[src/rtl/aes_v3_col.sv]
// aes_v3_col: multi-cycle AES column SubBytes/MixColumn unit.
// Bytes stream through NSBOX forward/inverse S-box lanes into an accumulator.
module aes_v3_col #(
  parameter int NSBOX     = 1,
  parameter bit GATE_IDLE = 1'b1
) (
  input  logic        g_clk,
  input  logic        g_rst,
  input  logic        valid,
  output logic        ready,
  input  logic        dec,
  input  logic        mix,
  input  logic        word,
  input  logic [1:0]  bs,
  input  logic [31:0] rs1,
  input  logic [31:0] rs2,
  output logic        rd_valid,
  input  logic        rd_ack,
  output logic [31:0] rd
);

  generate
    if (NSBOX != 1 && NSBOX != 2 && NSBOX != 4) begin : g_bad_nsbox
      $error("aes_v3_col: NSBOX must be 1, 2 or 4");
    end
  endgenerate

  localparam int         LG    = (NSBOX == 4) ? 2 : (NSBOX == 2) ? 1 : 0;
  localparam logic [1:0] CLAST = 2'(4 / NSBOX - 1);

  typedef enum logic [1:0] {
    IDLE,
    RUN,
    DONE
  } state_e;

  function automatic logic [7:0] xt(input logic [7:0] a);
    return {a[6:0], 1'b0} ^ (a[7] ? 8'h1b : 8'h00);
  endfunction

  function automatic logic [7:0] gf_mul(input logic [7:0] a,
                                        input logic [7:0] b);
    logic [7:0] p;
    logic [7:0] x;
    p = 8'h00;
    x = a;
    for (int k = 0; k < 8; k++) begin
      if (b[k]) p = p ^ x;
      x = xt(x);
    end
    return p;
  endfunction

  // a^254 is the field inverse, with 0 mapping to 0
  function automatic logic [7:0] gf_inv(input logic [7:0] a);
    logic [7:0] r;
    logic [7:0] sq;
    r  = 8'h01;
    sq = a;
    for (int k = 0; k < 7; k++) begin
      sq = gf_mul(sq, sq);
      r  = gf_mul(r, sq);
    end
    return r;
  endfunction

  function automatic logic [7:0] rl(input logic [7:0] a, input int n);
    return (a << n) | (a >> (8 - n));
  endfunction

  function automatic logic [7:0] sbox_fwd(input logic [7:0] a);
    logic [7:0] b;
    b = gf_inv(a);
    return b ^ rl(b, 1) ^ rl(b, 2) ^ rl(b, 3) ^ rl(b, 4) ^ 8'h63;
  endfunction

  function automatic logic [7:0] sbox_inv(input logic [7:0] a);
    return gf_inv(rl(a, 1) ^ rl(a, 3) ^ rl(a, 6) ^ 8'h05);
  endfunction

  function automatic logic [31:0] col_vec(input logic [7:0] s,
                                          input logic       d,
                                          input logic       m);
    logic [7:0] s2;
    logic [7:0] s4;
    logic [7:0] s8;
    s2 = xt(s);
    s4 = xt(s2);
    s8 = xt(s4);
    if (!m) return {24'h0, s};
    if (d) return {s8 ^ s2 ^ s, s8 ^ s4 ^ s, s8 ^ s, s8 ^ s4 ^ s2};
    return {s2 ^ s, s, s, s2};
  endfunction

  function automatic logic [31:0] rotw(input logic [31:0] c,
                                       input logic [1:0]  i);
    case (i)
      2'd0:    return c;
      2'd1:    return {c[23:0], c[31:24]};
      2'd2:    return {c[15:0], c[31:16]};
      default: return {c[7:0], c[31:8]};
    endcase
  endfunction

  state_e      state_q, state_d;
  logic        dec_q, dec_d;
  logic        mix_q, mix_d;
  logic        word_q, word_d;
  logic [1:0]  bs_q, bs_d;
  logic [1:0]  cnt_q, cnt_d;
  logic [31:0] rs1_q, rs1_d;
  logic [31:0] acc_q, acc_d;
  logic [31:0] rd_q, rd_d;

  logic [31:0] contrib;
  logic        last;
  logic [1:0]  lane_idx [NSBOX];
  logic        lane_en  [NSBOX];
  logic [7:0]  sb_in    [NSBOX];
  logic [7:0]  sb_out   [NSBOX];

  // byte mode uses lane 0 only; idle lanes see zero when gated
  always_comb begin
    contrib = 32'h0;
    for (int j = 0; j < NSBOX; j++) begin
      lane_idx[j] = word_q ? ((cnt_q << LG) | 2'(j)) : bs_q;
      lane_en[j]  = (state_q == RUN) && (word_q || j == 0);
      sb_in[j]    = (GATE_IDLE && state_q != RUN) ? 8'h00
                  : rs1_q[8*lane_idx[j] +: 8];
      sb_out[j]   = dec_q ? sbox_inv(sb_in[j]) : sbox_fwd(sb_in[j]);
      if (lane_en[j]) begin
        contrib = contrib
                ^ rotw(col_vec(sb_out[j], dec_q, mix_q), lane_idx[j]);
      end
    end
  end

  assign last = !word_q || (cnt_q == CLAST);

  always_comb begin
    state_d = state_q;
    dec_d   = dec_q;
    mix_d   = mix_q;
    word_d  = word_q;
    bs_d    = bs_q;
    cnt_d   = cnt_q;
    rs1_d   = rs1_q;
    acc_d   = acc_q;
    rd_d    = rd_q;
    unique case (state_q)
      IDLE: begin
        if (valid) begin
          dec_d   = dec;
          mix_d   = mix;
          word_d  = word;
          bs_d    = bs;
          rs1_d   = rs1;
          acc_d   = rs2;
          cnt_d   = 2'd0;
          state_d = RUN;
        end
      end
      RUN: begin
        acc_d = acc_q ^ contrib;
        if (last) begin
          rd_d    = acc_q ^ contrib;
          state_d = DONE;
        end else begin
          cnt_d = cnt_q + 2'd1;
        end
      end
      DONE: begin
        if (rd_ack) state_d = IDLE;
      end
      default: state_d = IDLE;
    endcase
  end

  always_ff @(posedge g_clk) begin
    if (g_rst) begin
      state_q <= IDLE;
      dec_q   <= 1'b0;
      mix_q   <= 1'b0;
      word_q  <= 1'b0;
      bs_q    <= 2'd0;
      cnt_q   <= 2'd0;
      rs1_q   <= 32'h0;
      acc_q   <= 32'h0;
      rd_q    <= 32'h0;
    end else begin
      state_q <= state_d;
      dec_q   <= dec_d;
      mix_q   <= mix_d;
      word_q  <= word_d;
      bs_q    <= bs_d;
      cnt_q   <= cnt_d;
      rs1_q   <= rs1_d;
      acc_q   <= acc_d;
      rd_q    <= rd_d;
    end
  end

  assign ready    = (state_q == IDLE);
  assign rd_valid = (state_q == DONE);
  assign rd       = rd_q;

endmodule

[config.mk]
export PLATFORM = sky130hd
export DESIGN_NAME = aes_v3_col
export DESIGN_NICKNAME = d
export VERILOG_FILES = /design/src/rtl/aes_v3_col.sv
export SDC_FILE = /design/constraint.sdc
export NUM_CORES = 2
export LEC_CHECK = 0
export ABC_CLOCK_PERIOD_IN_PS = 22200
export BUFFER_PORTS_ARGS = -buffer_cell sky130_fd_sc_hd__buf_2
export CORE_MARGIN = 2
export CORE_UTILIZATION = 38
export DETAILED_ROUTE_END_ITERATION = 8
export PLACE_DENSITY_LB_ADDON = 0.2
export SYNTH_ARGS = -nofsm -noshare
export SYNTH_HDL_FRONTEND = slang
export SYNTH_SLANG_ARGS = --single-unit
[constraint.sdc]
create_clock -name g_clk -period 22.2 [get_ports g_clk]
set_input_delay 4.44 -clock g_clk [delete_from_list [all_inputs] [get_ports g_clk]]
set_output_delay 4.44 -clock g_clk [all_outputs]
set_load 0.005 [all_outputs]
# Word-level counts from Yosys, hierarchy flattened
# Index checks and enable logic that the tools add are counted.
[totals] reg_bits=105
[classes] mux=432 eq_ne=10 shifts=1 n_bitwise=404 n_reduce_logical=10 add_sub_neg=1
[op_table] op="two-way mux 8 bit" count=212
[op_table] op="XOR 8 bit" count=195
[op_table] op="XOR 8 x 5 -> 8 bit" count=185
[op_table] op="two-way mux 5 bit" count=187
[op_table] op="two-way mux 32 bit" count=6
[op_table] op="one-hot mux 32 bit (3 select lines)" count=1
[op_table] op="one-hot mux 32 bit (2 select lines)" count=1
[op_table] op="indexed part select 32 x 6 -> 8 bit" count=1
[op_table] op="XOR 32 bit" count=1
[op_table] op="two-way mux 2 bit" count=8
[op_table] op="OR 8 x 1 -> 8 bit" count=2
[op_table] op="OR 8 x 3 -> 8 bit" count=2
[op_table] op="two-way mux 7 bit" count=2
[op_table] op="NOT 1 bit, first input constant" count=14
[op_table] op="two-way mux 6 bit" count=2
[op_table] op="two-way mux 4 bit" count=2
[op_table] op="OR 8 x 2 -> 8 bit" count=1
[op_table] op="OR 8 x 4 -> 8 bit" count=1
[op_table] op="OR 8 x 6 -> 8 bit" count=1
[op_table] op="two-way mux 1 bit" count=7
[op_table] op="== test 2 bit, second input constant" count=3
[op_table] op="two-way mux 3 bit" count=2
[op_table] op="inequality test 2 bit, second input constant" count=3
[op_table] op="one-hot mux 2 bit (3 select lines)" count=1
[op_table] op="other kinds (12)" count=18

# Longest topological paths before layout
[depth] word_depth=152 ltp_mapped=81 depth_no_buf=66

# Worst setup path after synthesis
# Ideal clock, no wire load.
[synth_path] path_type="flip-flop to flip-flop" start="reg word_q" end="reg acc_q[21]" setup_ns=0.081 path_buffers=10 arrival_ns=19.386 period_less_slack_ns=19.467 setup_slack_ns=2.733 path_stages_with_launch=75 path_cell_list="dfxtp_1 buf_6 mux2i_2 buf_4 mux4_2 nand2_1 inv_2 ha_1 buf_1 or3_1 mux2i_1 xnor2_1 xnor2_2 inv_1 buf_6 clkbuf_1 buf_1 ha_1 [... 39 more ...] xor2_1 xnor3_1 xor3_2 a211o_1 a221oi_2 xnor3_1 xnor2_2 xnor3_2 xnor3_1 a21bo_1 buf_4 xnor3_1 nor3_1 a211oi_2 o211ai_1 a221o_1 or3_1 a41oi_1"
[synth_via] elab_chain_cells=147 elab_cells_between_ends=812
[synth_rtl] item="start, declared" line="108" source="logic word_q, word_d;"
[synth_rtl] item="start signal, assigned" line="194" source="word_q <= word_d;"
[synth_rtl] item="two-way mux 2 bit *" line="126" source="lane_idx[j] = word_q ? ((cnt_q << LG) | 2'(j)) : bs_q;"
[synth_rtl] item="indexed part select 32 x 6 -> 8 bit" line="129" source=": rs1_q[8*lane_idx[j] +: 8];"
[synth_rtl] item="two-way mux 8 bit" line="128" source="sb_in[j] = (GATE_IDLE && state_q != RUN) ? 8'h00"
[synth_rtl] item="two-way mux 5 bit" line="38" source="return {a[6:0], 1'b0} ^ (a[7] ? 8'h1b : 8'h00);"
[synth_rtl] item="XOR 8 x 5 -> 8 bit" line="38"
[synth_rtl] item="XOR 8 bit" line="48" source="if (b[k]) p = p ^ x;"
[synth_rtl] item="two-way mux 8 bit" line="48"
[synth_rtl] item="XOR 8 bit" line="48"
[synth_rtl] item="[... 130 more ...]"
[synth_rtl] item="XOR 8 bit (2 in series)" line="91" source="if (d) return {s8 ^ s2 ^ s, s8 ^ s4 ^ s, s8 ^ s, s8 ^ s4 ^ s2};"
[synth_rtl] item="two-way mux 32 bit" line="91"
[synth_rtl] item="two-way mux 32 bit" line="92" source="return {s2 ^ s, s, s, s2};"
[synth_rtl] item="two-way mux 32 bit" line="91"
[synth_rtl] item="one-hot mux 32 bit (3 select lines) *" line="97" source="case (i)"
[synth_rtl] item="two-way mux 32 bit *" line="131" source="if (lane_en[j]) begin"
[synth_rtl] item="XOR 32 bit *" line="164" source="acc_d = acc_q ^ contrib;"
[synth_rtl] item="one-hot mux 32 bit (2 select lines) *" line="150" source="unique case (state_q)"
[synth_rtl] item="end signal, assigned" line="188" source="acc_q <= 32'h0;"
[synth_rtl] item="end signal, assigned" line="198" source="acc_q <= acc_d;"
[synth_rtl] item="end, declared" line="112" source="logic [31:0] acc_q, acc_d;"
# Mark *: on every way between the ends. The rest lies on a longest branch, timed or not. The select of a mux whose other input is x is not followed.
# A chain may end at the register's enable or synchronous reset.

# Final worst setup path
[layout_path] start="reg word_q" end="reg acc_q[22]"
[layout_via] elab_chain_cells=146 elab_cells_between_ends=811
[layout_rtl] item="two-way mux 2 bit *" line="126"
[layout_rtl] item="indexed part select 32 x 6 -> 8 bit" line="129"
[layout_rtl] item="two-way mux 8 bit" line="128"
[layout_rtl] item="two-way mux 5 bit" line="38"
[layout_rtl] item="XOR 8 x 5 -> 8 bit" line="38"
[layout_rtl] item="XOR 8 bit" line="48"
[layout_rtl] item="two-way mux 8 bit" line="48"
[layout_rtl] item="XOR 8 bit" line="48"
[layout_rtl] item="[... 129 more ...]"
[layout_rtl] item="XOR 8 bit (2 in series)" line="91"
[layout_rtl] item="two-way mux 32 bit" line="91"
[layout_rtl] item="two-way mux 32 bit" line="92"
[layout_rtl] item="two-way mux 32 bit" line="91"
[layout_rtl] item="one-hot mux 32 bit (3 select lines) *" line="97"
[layout_rtl] item="two-way mux 32 bit *" line="131"
[layout_rtl] item="XOR 32 bit *" line="164"
[layout_rtl] item="one-hot mux 32 bit (2 select lines) *" line="150"
# Marks and branches as above.

==> results.json <==
{
  "end_kind": "flip-flop",
  "max_cap_viol_count": 0,
  "gp_congestion": 0.917,
  "nets": 5078,
  "rsz0062_at_grt": "false",
  "drv_slew": 0,
  "grt_max_degree": 70,
  "clock_sinks": 105,
  "first_iter_violations": 3716,
  "ys_types": 113,
  "setup_viol": 0,
  "required_ns": 22.53,
  "crit_family": "XOR/XNOR gates",
  "synth.net_count": 5129,
  "max_freq_mhz": 47.2,
  "tightest_slew_ns": 1.15,
  "cts_setup_buffers": 0,
  "async_reset_ff_share_pct": 0,
  "die_w_um": 318,
  "placed_cells": 6267,
  "yosys_most_used_dff": "dfxtp_1",
  "num_vias": 36389,
  "yosys_warnings": 0,
  "yosys.area.top_type_share_pct": 19.6,
  "synth_edf_count": 0,
  "netlist_instances": 5042,
  "antenna_found_initial": 9,
  "finalCritPeriodShare_pct": 95.5,
  "hpwlAfterDp_mm": 94.9,
  "core_area_sq_um": 98000,
  "start_kind": "flip-flop",
  "io_pins": 107,
  "max_stage_delay_ns": 1.05,
  "min_period_ns": 21.21,
  "min_path_type": "flip-flop to flip-flop",
  "start_util_pct": 38.2,
  "firstDrtPassIters": 6,
  "track_usage_pct": 24.3,
  "final_antenna_net_count": 0,
  "yosysTopAreaCell": "xnor2_1",
  "avgSynthCellArea_sq_um": 7.42,
  "cts_buffer_depth": 2,
  "crit_arrival_ns": 21.54,
  "final_cells": 6284,
  "portBuffers": 106,
  "syn_to_final_growth_pct": 6.66,
  "wl_per_cell_um": 20.4,
  "status": "finished clean",
  "synthTopCellsByArea": "xnor2_1, xnor3_1, nor2_1",
  "critPathMaxFanout": 21,
  "skew_ns": 0.0192,
  "netlist_area_sq_um": 37400,
  "grt_pass1_wl_mm": 200,
  "critPathSlowestCell": "xnor3_1",
  "via_per_inst": 5.79,
  "ys_ff_latch": 105,
  "tns_ns": 0,
  "overflow": 0,
  "die_h_um": 318,
  "wirelength_mm": 128,
  "dieArea_sq_um": 101000,
  "h-tree-depth": 3,
  "cts_tree": "done",
  "path_buf_inv": 2,
  "crit_type": "flip-flop to flip-flop",
  "grt_pass1_vias": 33372,
  "clk_latency_ns": 0.41,
  "cts-root-buf": "clkbuf_16",
  "drive_gt1_share_pct": 10.8,
  "clkSlewWorstSetupHoldPaths_ns": 0.10,
  "cpMostUsedCell": "xnor3_1",
  "ys_seq_area_share_pct": 5.62,
  "numCtsBuffers": 9,
  "finalHoldViolations": 0,
  "drc": 0,
  "std_cell_rows": 115,
  "slew-limit-headroom_pct": 22.7
}
==> area by class of cell <==
class | count | area [sq um]
antenna | 1 | 2.50
clock buffer | 9 | 225
clock inverter | 7 | 86.3
fill | 10123 | 58100
inverter | 59 | 221
multi-input combinational | 4522 | 33700
sequential | 105 | 2100
tap | 1287 | 1610
timing repair buffer | 294 | 1940
==> worst paths after layout <==
kind	start	to	slack (ns)	cells after the start
min	rd[13]	rd[13]	0.45	2
max	word_q	acc_q[22]	0.99	58
min reg2reg	rd[13]	rd[13]	0.45	2
max reg2reg	word_q	acc_q[22]	0.99	58
==> logic make-up after synthesis <==
group / count (synthesis) / share of synthesized area (%)
simple gates: 1808 / 21.1
flops: 105 / 5.62
compound gates: 1123 / 19.9
xor+xnor: 1376 / 41.9
buf+inv: 415 / 5.20
mux: 201 / 5.78
fa+ha+maj: 14 / 0.468
==> per-layer routing <==
layer / up-vias / share of wire, % / routed length [um] / global-route usage, %
met3: 139 / 5.8 / 7480 / 1.90
met1: 17394 / 47 / 60500 / 35.7
met2: 1278 / 45 / 57600 / 38.8
li1: 17566 / - / - / -
met5: - / 0.055 / 70 / 0
met4: 12 / 1.8 / 2350 / 4.73
==> sequential cells by signal (all words and copies together), names as in the netlist <==
| signal | cells |
|---|---|
| acc_q | 32 |
| bs_q | 2 |
| cnt_q | 2 |
| dec_q | 1 |
| mix_q | 1 |
| rd | 32 |
| rs1_q | 32 |
| state_q | 2 |
| word_q | 1 |
==> layout by cell type, fill, tap and decap left out, types with 123 or more instances in the layout <==
| master | netlist | final |
|---|---|---|
| o21ai_0 | 208 | 207 |
| mux2i_1 | 158 | 157 |
| nor3_1 | 124 | 123 |
| xnor2_1 | 837 | 813 |
| nand2_1 | 631 | 630 |
| nand3_1 | 145 | 145 |
| xnor3_1 | 180 | 178 |
| buf_4 | 32 | 189 |
| nor2_1 | 649 | 649 |
| a21oi_1 | 306 | 305 |
| xor2_1 | 257 | 251 |
==> per-stage QoR <==
step / setup WS, ns / area (sq um) / utilization [%] / hold WS (ns)
floorplan: 2.73 / 37400 / - / 0.432
global placement: 0.743 / 39500 / 40.3 / 0.436
detailed placement: 0.378 / 39500 / 40.3 / 0.443
CTS: 0.257 / 39800 / 40.6 / 0.455
global route: 0.00515 / 39900 / 40.7 / 0.469
finish: 0.992 / 39900 / 40.7 / 0.451
==> synth_stat cells, drive strengths merged (15+ instances only) <==
| library cell | n |
|---|---|
| mux2i | 161 |
| inv | 55 |
| o31ai | 17 |
| a221oi | 32 |
| dfxtp | 105 |
| o221ai | 23 |
| nor3 | 126 |
| nor2b | 21 |
| nand2b | 31 |
| nor2 | 655 |
| xor3 | 22 |
| o22ai | 67 |
| or3 | 31 |
| mux2 | 34 |
| and2 | 28 |
| a21o | 27 |
| and3 | 25 |
| nand4 | 25 |
| o211ai | 42 |
| nand3 | 145 |
| a211o | 19 |
| a31oi | 45 |
| clkbuf | 197 |
| xnor3 | 202 |
| o21a | 20 |
| a211oi | 55 |
| buf | 157 |
| or2 | 18 |
| o21ai | 228 |
| a21oi | 310 |
| a22oi | 36 |
| nor4 | 28 |
| xor2 | 271 |
| xnor2 | 881 |
| a21boi | 17 |
| a32oi | 15 |
| nand2 | 634 |
==> worst register-to-register path: cells and delay by family (launching register included) <==
| kind | cells | cell delay, ns |
|---|---|---|
| AND/OR/NAND/NOR | 8 | 1.68 |
| AO/OA/AOI/OAI | 10 | 2.29 |
| adder cells (fa/ha/maj) | 2 | 0.97 |
| buffers and inverters | 2 | 0.21 |
| flip-flops | 1 | 0.61 |
| XOR/XNOR | 29 | 12.95 |
| multiplexers | 7 | 2.39 |
==> repair_timing <==
item,4_1_cts,5_1_grt
hold buffers,0,0
hold endpoints to repair,0,0
setup endpoints to repair,0,64
resized for setup,0,16
Power is not shown: default switching activity piles up to over one toggle a cycle in this logic, so the estimate is an artifact.
